### src/rtl/if_fetch_stage_pkg.sv
// Shared pipeline widths and the reset fetch address used by every stage.
package if_fetch_stage_pkg;

    localparam int          FS_TO_DS_WD = 64;
    localparam int          BR_TO_FS_WD = 33;
    localparam logic [31:0] RESET_PC    = 32'h1C00_0000;

    // fs_pc sits one word behind RESET_PC so the sequential path lands on it
    localparam logic [31:0] FS_PC_RESET = RESET_PC - 32'd4;

endpackage

### src/rtl/if_nextpc_sel.sv
// Next fetch address: live redirect, then a parked redirect, then fs_pc + 4.
module if_nextpc_sel (
    input  logic        br_taken,
    input  logic [31:0] br_target,
    input  logic        br_pending,
    input  logic [31:0] br_pending_target,
    input  logic [31:0] fs_pc,
    output logic [31:0] nextpc
);

    always_comb begin
        nextpc = fs_pc + 32'd4;
        if (br_taken) begin
            nextpc = br_target;
        end else if (br_pending) begin
            nextpc = br_pending_target;
        end
    end

endmodule

### src/rtl/if_fetch_stage.sv
// Two-phase instruction fetch (pre-IF issues the SRAM read, IF holds pc/valid).
// Define IF_INST_BUF_EN to add a one-entry buffer that keeps the instruction across decode stalls.
module if_fetch_stage
    import if_fetch_stage_pkg::*;
(
    input  logic                   clk,
    input  logic                   rst,
    input  logic                   ds_allow_in,
    input  logic [BR_TO_FS_WD-1:0] br_bus,
    output logic                   fs_to_ds_valid,
    output logic [FS_TO_DS_WD-1:0] fs_to_ds_bus,
    output logic                   inst_sram_en,
    output logic [3:0]             inst_sram_we,
    output logic [31:0]            inst_sram_addr,
    input  logic [31:0]            inst_sram_rdata
);

    logic        br_taken;
    logic [31:0] br_target;
    logic        fs_valid;
    logic [31:0] fs_pc;
    logic        fs_ready_go;
    logic        fs_allow_in;
    logic        br_pending;
    logic [31:0] br_pending_target;
    logic [31:0] nextpc;
    logic [31:0] inst;

    assign br_taken  = br_bus[32];
    assign br_target = br_bus[31:0];

    assign fs_ready_go = 1'b1;
    assign fs_allow_in = !fs_valid || (fs_ready_go && ds_allow_in);

    if_nextpc_sel u_nextpc_sel (
        .br_taken          (br_taken),
        .br_target         (br_target),
        .br_pending        (br_pending),
        .br_pending_target (br_pending_target),
        .fs_pc             (fs_pc),
        .nextpc            (nextpc)
    );

    assign inst_sram_en   = !rst && fs_allow_in;
    assign inst_sram_we   = 4'b0000;
    assign inst_sram_addr = nextpc;

    always_ff @(posedge clk) begin
        if (rst) begin
            fs_valid          <= 1'b0;
            fs_pc             <= FS_PC_RESET;
            br_pending        <= 1'b0;
            br_pending_target <= 32'd0;
        end else begin
            if (fs_allow_in) begin
                fs_valid <= 1'b1;
                fs_pc    <= nextpc;
            end
            // A redirect seen while IF is stalled is parked until the slot frees up
            if (fs_allow_in) begin
                br_pending <= 1'b0;
            end else if (br_taken) begin
                br_pending        <= 1'b1;
                br_pending_target <= br_target;
            end
        end
    end

`ifdef IF_INST_BUF_EN
    logic        inst_buf_valid;
    logic [31:0] inst_buf;

    // Clearing on any refill of IF (not only on handshake) keeps a wrong-path
    // capture from leaking into the redirected fetch.
    always_ff @(posedge clk) begin
        if (rst) begin
            inst_buf_valid <= 1'b0;
            inst_buf       <= 32'd0;
        end else if (br_taken || fs_allow_in) begin
            inst_buf_valid <= 1'b0;
        end else if (fs_valid && !ds_allow_in && !inst_buf_valid && !br_pending) begin
            inst_buf_valid <= 1'b1;
            inst_buf       <= inst_sram_rdata;
        end
    end

    assign inst = inst_buf_valid ? inst_buf : inst_sram_rdata;
`else
    assign inst = inst_sram_rdata;
`endif

    assign fs_to_ds_valid = fs_valid && !br_taken && !br_pending && fs_ready_go;
    assign fs_to_ds_bus   = {fs_pc, inst};

endmodule

### config.mk
export PLATFORM = sky130hd
export DESIGN_NAME = if_fetch_stage
export DESIGN_NICKNAME = d
export VERILOG_FILES = /design/src/rtl/if_fetch_stage_pkg.sv /design/src/rtl/if_nextpc_sel.sv /design/src/rtl/if_fetch_stage.sv
export SDC_FILE = /design/constraint.sdc
export NUM_CORES = 1
export LEC_CHECK = 0
export ABC_AREA = 1
export BUFFER_PORTS_ARGS = -buffer_cell sky130_fd_sc_hd__buf_2
export CELL_PAD_IN_SITES_DETAIL_PLACEMENT = 1
export CELL_PAD_IN_SITES_GLOBAL_PLACEMENT = 1
export CORE_ASPECT_RATIO = 0.75
export CORE_MARGIN = 2
export CORE_UTILIZATION = 35
export DETAILED_ROUTE_END_ITERATION = 12
export HOLD_SLACK_MARGIN = 0.12
export MAX_ROUTING_LAYER = met4
export PLACE_DENSITY = 0.94
export SLEW_MARGIN = 5
export SYNTH_ARGS = -nofsm -noshare
export SYNTH_HDL_FRONTEND = slang
export SYNTH_SLANG_ARGS = --single-unit
### constraint.sdc
create_clock -name clk -period 3.1 [get_ports clk]
set_input_delay 0.155 -clock clk [delete_from_list [all_inputs] [get_ports clk]]
set_output_delay 0.155 -clock clk [all_outputs]
set_load 0.03 [all_outputs]
# [Word-level counts from Yosys, hierarchy flattened]
# Index checks and enable logic that the tools add are counted.
[classes] muxes=2 reduce_logical=10 bitwise_logic=1 addsub=1
[ops] op="2-to-1 mux 32 bit" n=2
[ops] op="adder 32 x 3 -> 32 bit, second input constant" n=1
[ops] op="zero test 1 bit" n=4
[ops] op="logical AND 1 bit" n=3
[ops] op="AND reduction 2 bit" n=1
[ops] op="OR reduction 2 bit" n=1
[ops] op="logical OR 1 bit" n=1
[ops] op="inverter 1 bit" n=1
[totals] output_inout_bits=102 reg_bits=66 input_bits=68 word_cells=18

# [Longest topological paths before layout]
# Gate-level depths: netlist of run 1.
[depth] ltp_word=4 ltp_mapped=12 ltp_nobuf=12

# [Modules after synthesis]
# Synthesis of run 1 repeated with hierarchy kept, for this count alone.
[unflattened] hier_cells=754 area_unflattened_um2=4375.4
[modules_own_cells] module="if_fetch_stage" cells_per_inst=383 instances=1 seq_area_each_um2=1321.3 area_each_um2=2722.6
[modules_own_cells] module="if_nextpc_sel" cells_per_inst=371 instances=1 seq_area_each_um2=0.0 area_each_um2=1652.8

# [Worst setup path before layout of run 1]
# No wires, ideal clock.
[synth_timing] path_kind="register -> register" startpoint="reg fs_pc[3]" endpoint="reg fs_pc[26]" path_stages_with_launch=13 synth_period_minus_slack_ns=1.910 setup_time_ns=0.114 arrival_time_ns=1.796 path_slack_ns=1.190 path_buffers=0 required_ns=2.986 path_cell_list="dfxtp_1 > ha_1 > nand2_2 > nor2_4 > nand2_2 > inv_1 > nand2_1 > nand2_1 > nand3_1 > nand2_1 > nand2_1 > nand2_1 > nand2_1"
[synth_via] elab_chain_cells=3
[synth_rtl] item="start: declaration" line_no="if_fetch_stage.sv:21" text="logic [31:0] fs_pc;"
[synth_rtl] item="start signal: assignment" line_no="if_fetch_stage.sv:57" text="fs_pc <= nextpc;"
[synth_rtl] item="adder 32 x 3 -> 32 bit" line_no="if_nextpc_sel.sv:12" text="nextpc = fs_pc + 32'd4;"
[synth_rtl] item="2-to-1 mux 32 bit" line_no="if_nextpc_sel.sv:15" text="end else if (br_pending) begin"
[synth_rtl] item="2-to-1 mux 32 bit" line_no="if_nextpc_sel.sv:13" text="if (br_taken) begin"
[synth_rtl] item="via inst_sram_addr[26]" line_no="if_fetch_stage.sv:14" text="output logic [31:0] inst_sram_addr,"
# The timed path passes the listed nets, and every way through them passes these cells.
# A chain may end at the register's enable or synchronous reset.

# [Worst setup path after layout of run 1]
[layout_timing] startpoint="reg fs_pc[2]" endpoint="out inst_sram_addr[18]"
[layout_via] elab_chain_cells=3
[layout_rtl] item="adder 32 x 3 -> 32 bit" line_no="if_nextpc_sel.sv:12"
[layout_rtl] item="2-to-1 mux 32 bit" line_no="if_nextpc_sel.sv:15"
[layout_rtl] item="2-to-1 mux 32 bit" line_no="if_nextpc_sel.sv:13"
[layout_rtl] item="end: declaration" line_no="if_fetch_stage.sv:14"
# No other way between the ends.

==> results of run 1 <==
## through the flow
stage / hold WS, ns / power [W]
2_1_floorplan: 0.320 / 0.00164
3_3_place_gp: 0.310 / 0.00179
3_5_place_dp: 0.310 / 0.00182
4_1_cts: 0.126 / 0.00279
5_1_grt: 0.148 / 0.00293
6_report: 0.132 / 0.00279
## sequential cells by signal, indices dropped and copies added (netlist names)
register           count
fs_pc                 32
fs_valid               1
br_pending             1
br_pending_target     32
## repair_timing
action                                  4_1_cts  5_1_grt
endpoints found under the hold margin        22        0
buffers inserted                              0        0
hold buffers                                 22        0
endpoints found under the setup margin        0        0
## area by class of cell
class | instances | area [um^2]
clock buffers | 12 | 256
clock inverters | 3 | 15.0
fillers | 1596 | 6620
inverters | 79 | 297
multi-input cells | 477 | 2200
flip-flops and latches | 66 | 1320
well taps | 162 | 203
repair buffers | 131 | 786
## kinds of logic (layout without fill, tap and decap cells)
logic type	Yosys count	count (layout)
adder cells (fa/ha/maj)	1	1
XOR/XNOR	4	4
AND/OR/NAND/NOR	349	349
AO/OA/AOI/OAI	119	119
flip-flops	66	66
buffers and inverters	145	225
other	1	4
## final timing paths
path	from	to	slack [ns]	depth (start not counted)
max	fs_pc[2]	inst_sram_addr[18]	0.74	10
min	br_bus[26]	br_pending_target[26]	0.13	3
max reg2reg	fs_valid	fs_pc[7]	1.23	8
min reg2reg	br_pending_target[29]	br_pending_target[29]	0.45	2
## power breakdown
part           switching (W)  leakage [nW]  total (W)  internal, W
clock               0.000371         0.138   0.000947     0.000576
sequential         0.0000687         0.543   0.000975     0.000906
combinational       0.000617          1.87   0.000866     0.000249
## metal layers
metal	routed length, um	vias to the layer above	global-route usage (%)
met2	6610	164	36.9
met3	1020	20	5.70
met4	204	0	6.46
met1	7090	2189	32.3
li1	-	2289	-
met5	0	-	-
## cell usage in the layout (no fill, tap or decap), drive strengths merged
master,n
nand2,217
buf,109
inv,77
a21oi,67
dfxtp,66
nor2,66
nand3,60
o21ai,38
dlygate4sd3,22
clkbuf,12
o211ai,5
clkinv,5
nand3b,4
conb,4
xor2,3
a22oi,3
o22ai,2
o21bai,2
nand4,1
xnor2,1
nor3,1
o22a,1
a211oi,1
ha,1
## worst min-delay path: cells and delay by family
family / cells / cell delay, ns
AO/OA/AOI/OAI: 2 / 0.19
buffers and inverters: 1 / 0.09
==> key figures, run 1 <==
Placement
  • I/O Buffers: 101
  • RePlAce Congestion: 0.980
  • Dpl ws: 1.15 ns
  • Cell count after placement: 893
  • Placed Area: 4590 um^2
  • Hpwl dp: 10,900 um

Timing
  • Worst Skew: 0.00565 ns
  • Total Negative Setup Slacks: 0 ns
  • RSZ-0062 raised after global routing: no
  • FMAX: 0.423 GHz
  • Crit share post-route: 76.2%
  • Relative slew slack: 55.1%
  • Worst Max-Slew Pin Slew: 0.673 ns
  • Endpoints failing setup: 0
  • Final slew viol count: 0
  • Final hold vios: 0
  • Fin crit period: 2.36 ns
  • Setup ws final: 0.737 ns

CTS
  • CTS tree: yes
  • CTS buffer count: 9
  • Root Buffer: clkbuf_16
  • Post-CTS resize count: 0
  • CTS Sinks: 66
  • Reg clk slew, reported paths: 0.05 ns
  • Deepest clock path buffer count: 2
  • Clock latency on the worst-skew pair: 0.34 ns
  • H-tree level count: 3

Power
  • Power Density: 549 nW/um^2
  • Peak VDD IR: 348 uV
  • Pleak: 2.55 nW

Yosys
  • Compound-cell area share of the yosys netlist: 15.2%
  • Yosys top cell by area: dfxtp_1
  • Post-synthesis cell type count: 36
  • Post-synth EDFFs: 0
  • Synth top area cells: dfxtp_1, nand2_1, a21oi_1
  • Post-synthesis sequential area ratio: 31.2%
  • Synth Area per Inst: 6.18 um^2
  • Post-Syn Area: 4230 um^2
  • YS warnings: 0
  • Ys flop type: dfxtp_1
  • Yosys top cell area share: 31.2%
  • Gate Count Post-Synth: 685
  • Multiplexer share of the synthesized area: 0%
  • Most numerous cell in the Yosys netlist: nand2_1
  • Synth Area in Adders: 0.296%
  • Yosys reg bits: 66
  • Xor/xnor share of the synthesized area: 0.828%
  • Fraction of registers with async set/reset: 0%
  • Largest family of logic cells by synthesized area: simple AND/OR/NAND/NOR gates
  • Synth Area in Simple Gates: 35.3%
  • Most instantiated cells after synthesis: nand2_1, inv_1, dfxtp_1, a21oi_1, nand3_1

Route
  • Antenna viol nets, final: 0
  • Wire length per cell: 16.1 um
  • Routed vias/inst: 5.01
  • Drt drc: 0
  • Drt first pass iters: 4
  • Routed WL: 14,900 um
  • Starting DRT DRC Count: 258
  • Via Count: 4,662

Setup path
  • Top delay family on crit path: simple AND/OR/NAND/NOR gates
  • Slowest stage cell, crit path: dfxtp_1
  • Worst EP required: 2.94 ns
  • Setup crit start kind: register
  • CP Max Fanout: 6
  • CP bufs+invs: 1
  • Worst path max stage delay: 0.43 ns
  • CP Cell Sequence: ha_1 -> nand2_2 -> nor2_4 -> nand2_2 -> nor2_1 -> nand3_1 -> nand3_1 -> nand2_1 -> nand2_1 -> buf_2
  • Arrival @ worst endpoint: 2.21 ns
  • WS Path Type: reg -> out
  • CP endpoint kind: primary output

Global routing
  • First-pass GRT wire length: 24,000 um
  • Largest net degree at the start of global routing: 66
  • Initial antenna violation count: 0
  • Total GRT Usage: 24.2%
  • Vias in the first global route: 4,702
  • Grt total ovfl: 0

Cells and area
  • Final #Nets: 833
  • Non-filler cells, final: 930
  • Synthesis-to-layout area growth: 20.0%
  • Final instance area: 5080 um^2
  • Antenna cells: 0
  • Final Util: 43.4%
  • Layout cells sized above 1: 20.1%

Status
  • Status: finished clean

Floorplanning
  • Ports: 170
  • Initial Util: 36.2%
  • Core Footprint: 11,700 um^2
  • Die span in y: 99.2 um
  • Die X: 131 um
  • Row Count: 34
  • Die ar.: 13,000 um^2

Job
  • MaxCap Viol Count: 0

Min path
  • Hold Path Class: in -> reg
Note: power is estimated with default switching activity, not from simulation.
==> run 2, diff against run 1 <==
- CORE_UTILIZATION: 35 -> 33
- PLACE_DENSITY: 0.94 -> 0.9
- clock period: 3.1 -> 2.2 ns (I/O delays scaled with it)
==> run 2 against run 1 <==
Global-route usage is 0.30 points lower. Final cell count grew 2.6%. Worst setup slack worse by 0.64 ns. Utilization rose by 0.38 points. Design area is 6.9% higher. Routed wire length grew 4.9%. Non-clock buffer count rose by 19. Critical path depth is the same. Via count rose by 2.7%. Sequential power increased by 42%.
==> key figures, run 2 (synthesis gave the netlist of run 1 again) <==
Setup path
  • Arrival @ worst endpoint: 2.00 ns
  • Worst EP required: 2.09 ns
  • CP Cell Sequence: nand2_2 -> nor2_4 -> nand2_2 -> inv_1 -> nand2_1 -> nand3_1 -> nand2_1 -> o21ai_0 -> inv_1 -> buf_2
  • CP Max Fanout: 7
  • Worst R2R Setup Slack: 0.48 ns
  • Reg2Reg Depth: 8
  • CP endpoint kind: primary output
  • WS Path Type: reg -> out
  • Worst path max stage delay: 0.42 ns
  • Setup crit start kind: register
  • R2r endpoint: fs_pc[8]
  • Slowest stage cell, crit path: dfxtp_2
  • Reg-to-Reg Start: fs_valid

Route
  • Drt drc: 0
  • Starting DRT DRC Count: 321
  • Routed WL: 15,700 um
  • Drt first pass iters: 4
  • Routed vias/inst: 5.02
  • Via Count: 4,789
  • Wire length per cell: 16.4 um
  • Antenna viol nets, final: 0

Cells and area
  • Layout cells sized above 1: 23.7%
  • Final #Nets: 852
  • Most frequent cells in the layout: nand2_1, buf_2, inv_1
  • Synthesis-to-layout area growth: 28.3%
  • Antenna cells: 0
  • Biggest regs: br_pending_target x32, fs_pc x32
  • Commonest non-fill, non-tap cell in the layout: nand2_1

Timing
  • Worst hold slack: 0.220 ns
  • Final hold vios: 0
  • Fin crit period: 2.11 ns
  • Crit share post-route: 95.7%
  • FMAX: 0.475 GHz
  • Worst Max-Slew Pin Slew: 0.694 ns
  • Setup ws final: 0.0936 ns
  • RSZ-0062 raised after global routing: yes
  • Final slew viol count: 0
  • Worst Skew: 0.00813 ns
  • Endpoints failing setup: 0
  • Relative slew slack: 53.7%

Floorplanning
  • Core Footprint: 12,400 um^2
  • Die span in y: 102 um
  • Ports: 170
  • Initial Util: 34.1%
  • Die ar.: 13,800 um^2
  • Row Count: 35
  • Die X: 135 um

Power
  • NetSw: 0.00157 W
  • Flop pwr share: 30.9%
  • Power Density: 823 nW/um^2
  • Peak VDD IR: 412 uV
  • Switching share of power: 35.2%
  • Combinational power share: 28.9%
  • Pleak: 2.67 nW
  • Clock share of power: 40.3%
  • Int Pwr: 0.00290 W
  • Design Power: 0.00447 W

Global routing
  • Largest net degree at the start of global routing: 53
  • Initial antenna violation count: 0
  • Grt total ovfl: 0
  • First-pass GRT wire length: 24,700 um
  • Total GRT Usage: 23.9%
  • Vias in the first global route: 4,664

CTS
  • CTS buffer count: 9
  • H-tree level count: 3
  • Clock latency on the worst-skew pair: 0.35 ns
  • CTS tree: yes
  • Root Buffer: clkbuf_16
  • Reg clk slew, reported paths: 0.06 ns
  • Deepest clock path buffer count: 2
  • CTS Sinks: 66

Placement
  • RePlAce Congestion: 0.932
  • I/O Buffers: 101
  • Dpl ws: 0.300 ns
  • Hpwl dp: 11,100 um

Min path
  • Endpoint of the worst hold path: fs_to_ds_bus[19]
  • Hold Path Origin: inst_sram_rdata[19]
  • Hold Path Class: in -> out
  • Hold depth: 0

Status
  • Status: finished clean

Job
  • MaxCap Viol Count: 0
[run 2: cell count changes in the layout (fill, tap and decap cells not counted), moves of 4 or more]
cell / previous run / this run
bufinv_16: 0 / 4
dfxtp_1: 66 / 52
dlygate4sd3_1: 22 / 34
buf_4: 8 / 15
nor2_2: 9 / 17
nor2_1: 53 / 45
dfxtp_2: 0 / 12
[run 2: critical path, delay by kind of cell (launching register included)]
family	cells	cell delay (ns)
DFF	1	0.42
buffers and inverters	3	0.40
and+or+nand+nor	6	0.67
AOI/OAI and AO/OA	1	0.16
[run 2: power by group through the flow]
stage | Combinational [W] | Sequential, W | Clock, W
final | 0.00129 | 0.00138 | 0.00180
after global routing | 0.00141 | 0.00139 | 0.00188
after CTS | 0.00125 | 0.00137 | 0.00183
after detailed placement | 0.00118 | 0.00139 | 0
after global placement | 0.00116 | 0.00139 | 0
after floorplan | 0.000843 | 0.00147 | 0
[run 2: layout make-up]
| cell class | instances | area, um^2 |
|---|---|---|
| Clock buffer | 9 | 225 |
| Clock inverter | 7 | 141 |
| Fill cell | 1675 | 6970 |
| Inverter | 79 | 297 |
| Multi-Input combinational cell | 477 | 2240 |
| Sequential cell | 66 | 1340 |
| Tap cell | 166 | 208 |
| Timing Repair Buffer | 150 | 976 |
[run 2: per-stage QoR]
| step | utilization [%] | setup TNS (ns) | std cells | cell area [um^2] |
|---|---|---|---|---|
| 2_1_floorplan | - | 0 | 688 | 4240 |
| 3_3_place_gp | 37.4 | 0 | 901 | 4630 |
| 3_5_place_dp | 37.4 | 0 | 901 | 4630 |
| 4_1_cts | 43.2 | 0 | 951 | 5350 |
| 5_1_grt | 43.8 | -0.0633 | 954 | 5430 |
| 6_report | 43.8 | 0 | 954 | 5430 |
[run 2: timing repair]
action / 4_1_cts / 5_1_grt
setup endpoints to repair: 8 / 18
cloned: 0 / 0
hold buffers: 34 / 0
hold endpoints to repair: 46 / 0
gates resized for setup: 6 / 24
buffers inserted: 0 / 3
pin swaps: 0 / 1
[run 2: how the worst max path moves through the flow]
stage                              end  slack, ns  cells after the start       from
floorplan                    fs_pc[26]       0.29                     12   fs_pc[3]
global placement    inst_sram_addr[10]       0.44                     11   fs_pc[3]
detailed placement  inst_sram_addr[10]       0.30                     11   fs_pc[3]
CTS                 inst_sram_addr[10]      0.006                     11   fs_pc[3]
global route        inst_sram_addr[22]      -0.02                     10  fs_pc[12]
finish               inst_sram_addr[9]       0.09                     10   fs_pc[4]
[run 2: metal layers]
layer  wire length (um)  global-route usage [%]  vias to the layer above
met5                  0                       -                        -
met4                178                    6.15                        0
met3               1130                    6.00                       19
met2               6960                    37.1                      143
met1               7390                    31.2                     2300
li1                   -                       -                     2327
==> run 3, diff against run 2 <==
- RECOVER_POWER: default -> 50
==> run 3 against run 2 <==
Total power hardly changed. Clock skew is 0.00092 ns lower. Register-to-register slack hardly changed. Fmax is 0.34% lower. Clock power hardly changed. Via count is 0.23% higher. Die area stayed put. Critical path type unchanged. Largest power group unchanged.
==> key figures, run 3 (synthesis gave the netlist of run 1 again) <==
Cells and area
  • Layout cells sized above 1: 23.0%
  • Non-filler cells, final: 954
  • Synthesis-to-layout area growth: 28.1%
  • Final #Nets: 852
  • Biggest regs: br_pending_target x32, fs_pc x32
  • Most frequent cells in the layout: nand2_1, buf_2, inv_1
  • Commonest non-fill, non-tap cell in the layout: nand2_1
  • Antenna cells: 0

Setup path
  • Worst EP required: 2.09 ns
  • Setup crit start kind: register
  • Reg-to-Reg Start: fs_valid
  • CP endpoint kind: primary output
  • WS Path Type: reg -> out
  • CP Max Fanout: 7
  • Arrival @ worst endpoint: 2.00 ns
  • Slowest stage cell, crit path: dfxtp_2
  • CP Cell Sequence: nand2_2 -> nor2_4 -> nand2_2 -> inv_1 -> nand2_1 -> nand3_1 -> nand2_1 -> o21ai_0 -> inv_1 -> buf_2
  • Worst path max stage delay: 0.42 ns
  • Worst Setup SP: fs_pc[4]

Placement
  • Hpwl dp: 11,100 um
  • Cell count after placement: 901
  • RePlAce Congestion: 0.932
  • I/O Buffers: 101

Global routing
  • Grt total ovfl: 0
  • Met3 GRT Util: 6.00%
  • Grt met2 use: 37.1%
  • Vias in the first global route: 4,664
  • First-pass GRT wire length: 24,700 um
  • GR Layer Usage met1: 31.2%
  • Total GRT Usage: 23.9%
  • Largest net degree at the start of global routing: 53
  • GR peak layer: met2
  • Initial antenna violation count: 0

Timing
  • Worst Max-Slew Pin Slew: 0.683 ns
  • FMAX: 0.473 GHz
  • RSZ-0062 raised after global routing: yes
  • Relative slew slack: 54.4%
  • Worst Skew: 0.00721 ns
  • Fin crit period: 2.11 ns
  • Final hold vios: 0
  • Crit share post-route: 96.1%
  • Endpoints failing setup: 0
  • Worst hold slack: 0.220 ns
  • Final slew viol count: 0

Route
  • Drt first pass iters: 4
  • Routed vias/inst: 5.03
  • Wire length per cell: 16.4 um
  • Routed WL: 15,600 um
  • Antenna viol nets, final: 0
  • Starting DRT DRC Count: 317
  • Via Count: 4,800
  • Drt drc: 0

Job
  • MaxCap Viol Count: 0

Floorplanning
  • Die span in y: 102 um
  • Core Footprint: 12,400 um^2
  • Initial Util: 34.1%
  • Row Count: 35
  • Ports: 170
  • Die ar.: 13,800 um^2
  • Die X: 135 um

Power
  • Peak VDD IR: 413 uV
  • Power Density: 824 nW/um^2
  • Pleak: 2.66 nW

CTS
  • Deepest clock path buffer count: 2
  • H-tree level count: 3
  • Clock latency on the worst-skew pair: 0.34 ns
  • Root Buffer: clkbuf_16
  • CTS Sinks: 66
  • CTS tree: yes
  • CTS buffer count: 9
  • Reg clk slew, reported paths: 0.06 ns

Status
  • Status: finished clean

Min path
  • Hold Path Origin: inst_sram_rdata[19]
  • Hold Path Class: in -> out
run 3: cell types whose count changed in the layout (fill, tap and decap cells not counted):
cell      change
buf_2         -6
clkbuf_1      +6
run 3: critical path: cells and delay by family (launching register included):
kind	cells	cell delay, ns
compound gates	1	0.16
buf+inv	3	0.41
flops	1	0.42
simple gates	6	0.67
run 3: timing repair:
item | CTS | global route
resized for setup | 6 | 24
pin swaps | 0 | 1
hold endpoints to repair | 46 | 0
setup endpoints to repair | 8 | 18
buffers inserted | 0 | 3
hold buffers | 34 | 0
run 3: stage by stage:
| stage | TNS (ns) | utilization, % | power, W | setup slack [ns] | instance area, um^2 |
|---|---|---|---|---|---|
| finish | 0 | 43.7 | 0.00446 | 0.0864 | 5420 |
| CTS | 0 | 43.2 | 0.00444 | 0.00565 | 5350 |
| global placement | 0 | 37.4 | 0.00255 | 0.437 | 4630 |
| floorplan | 0 | - | 0.00231 | 0.290 | 4240 |
| detailed placement | 0 | 37.4 | 0.00257 | 0.300 | 4630 |
| global route | -0.0633 | 43.7 | 0.00468 | -0.0171 | 5420 |
run 3: routing by layer:
metal / share of wire (%) / up-vias
met4: 1.2 / 0
met1: 47 / 2296
met3: 7.5 / 21
met2: 44 / 154
li1: - / 2329
met5: 0 / -
run 3: final cells by class:
cell class	instances	area (um^2)
fill	1681	6970
clock buffer	9	225
sequential	66	1340
multi-input combinational	477	2240
timing repair buffer	150	968
inverter	79	297
tap	166	208
clock inverter	7	141
run 3: power by group:
group          internal [W]  switching (W)
registers           0.00128      0.0000974
logic              0.000392       0.000895
clock network       0.00122       0.000577
run 3: path summary, 6_finish.rpt:
check / endpoint / slack [ns] / cells after the start
min: fs_to_ds_bus[19] / 0.22 / 0
max reg2reg: fs_pc[8] / 0.48 / 8
max: inst_sram_addr[9] / 0.09 / 10
min reg2reg: br_pending_target[29] / 0.45 / 2
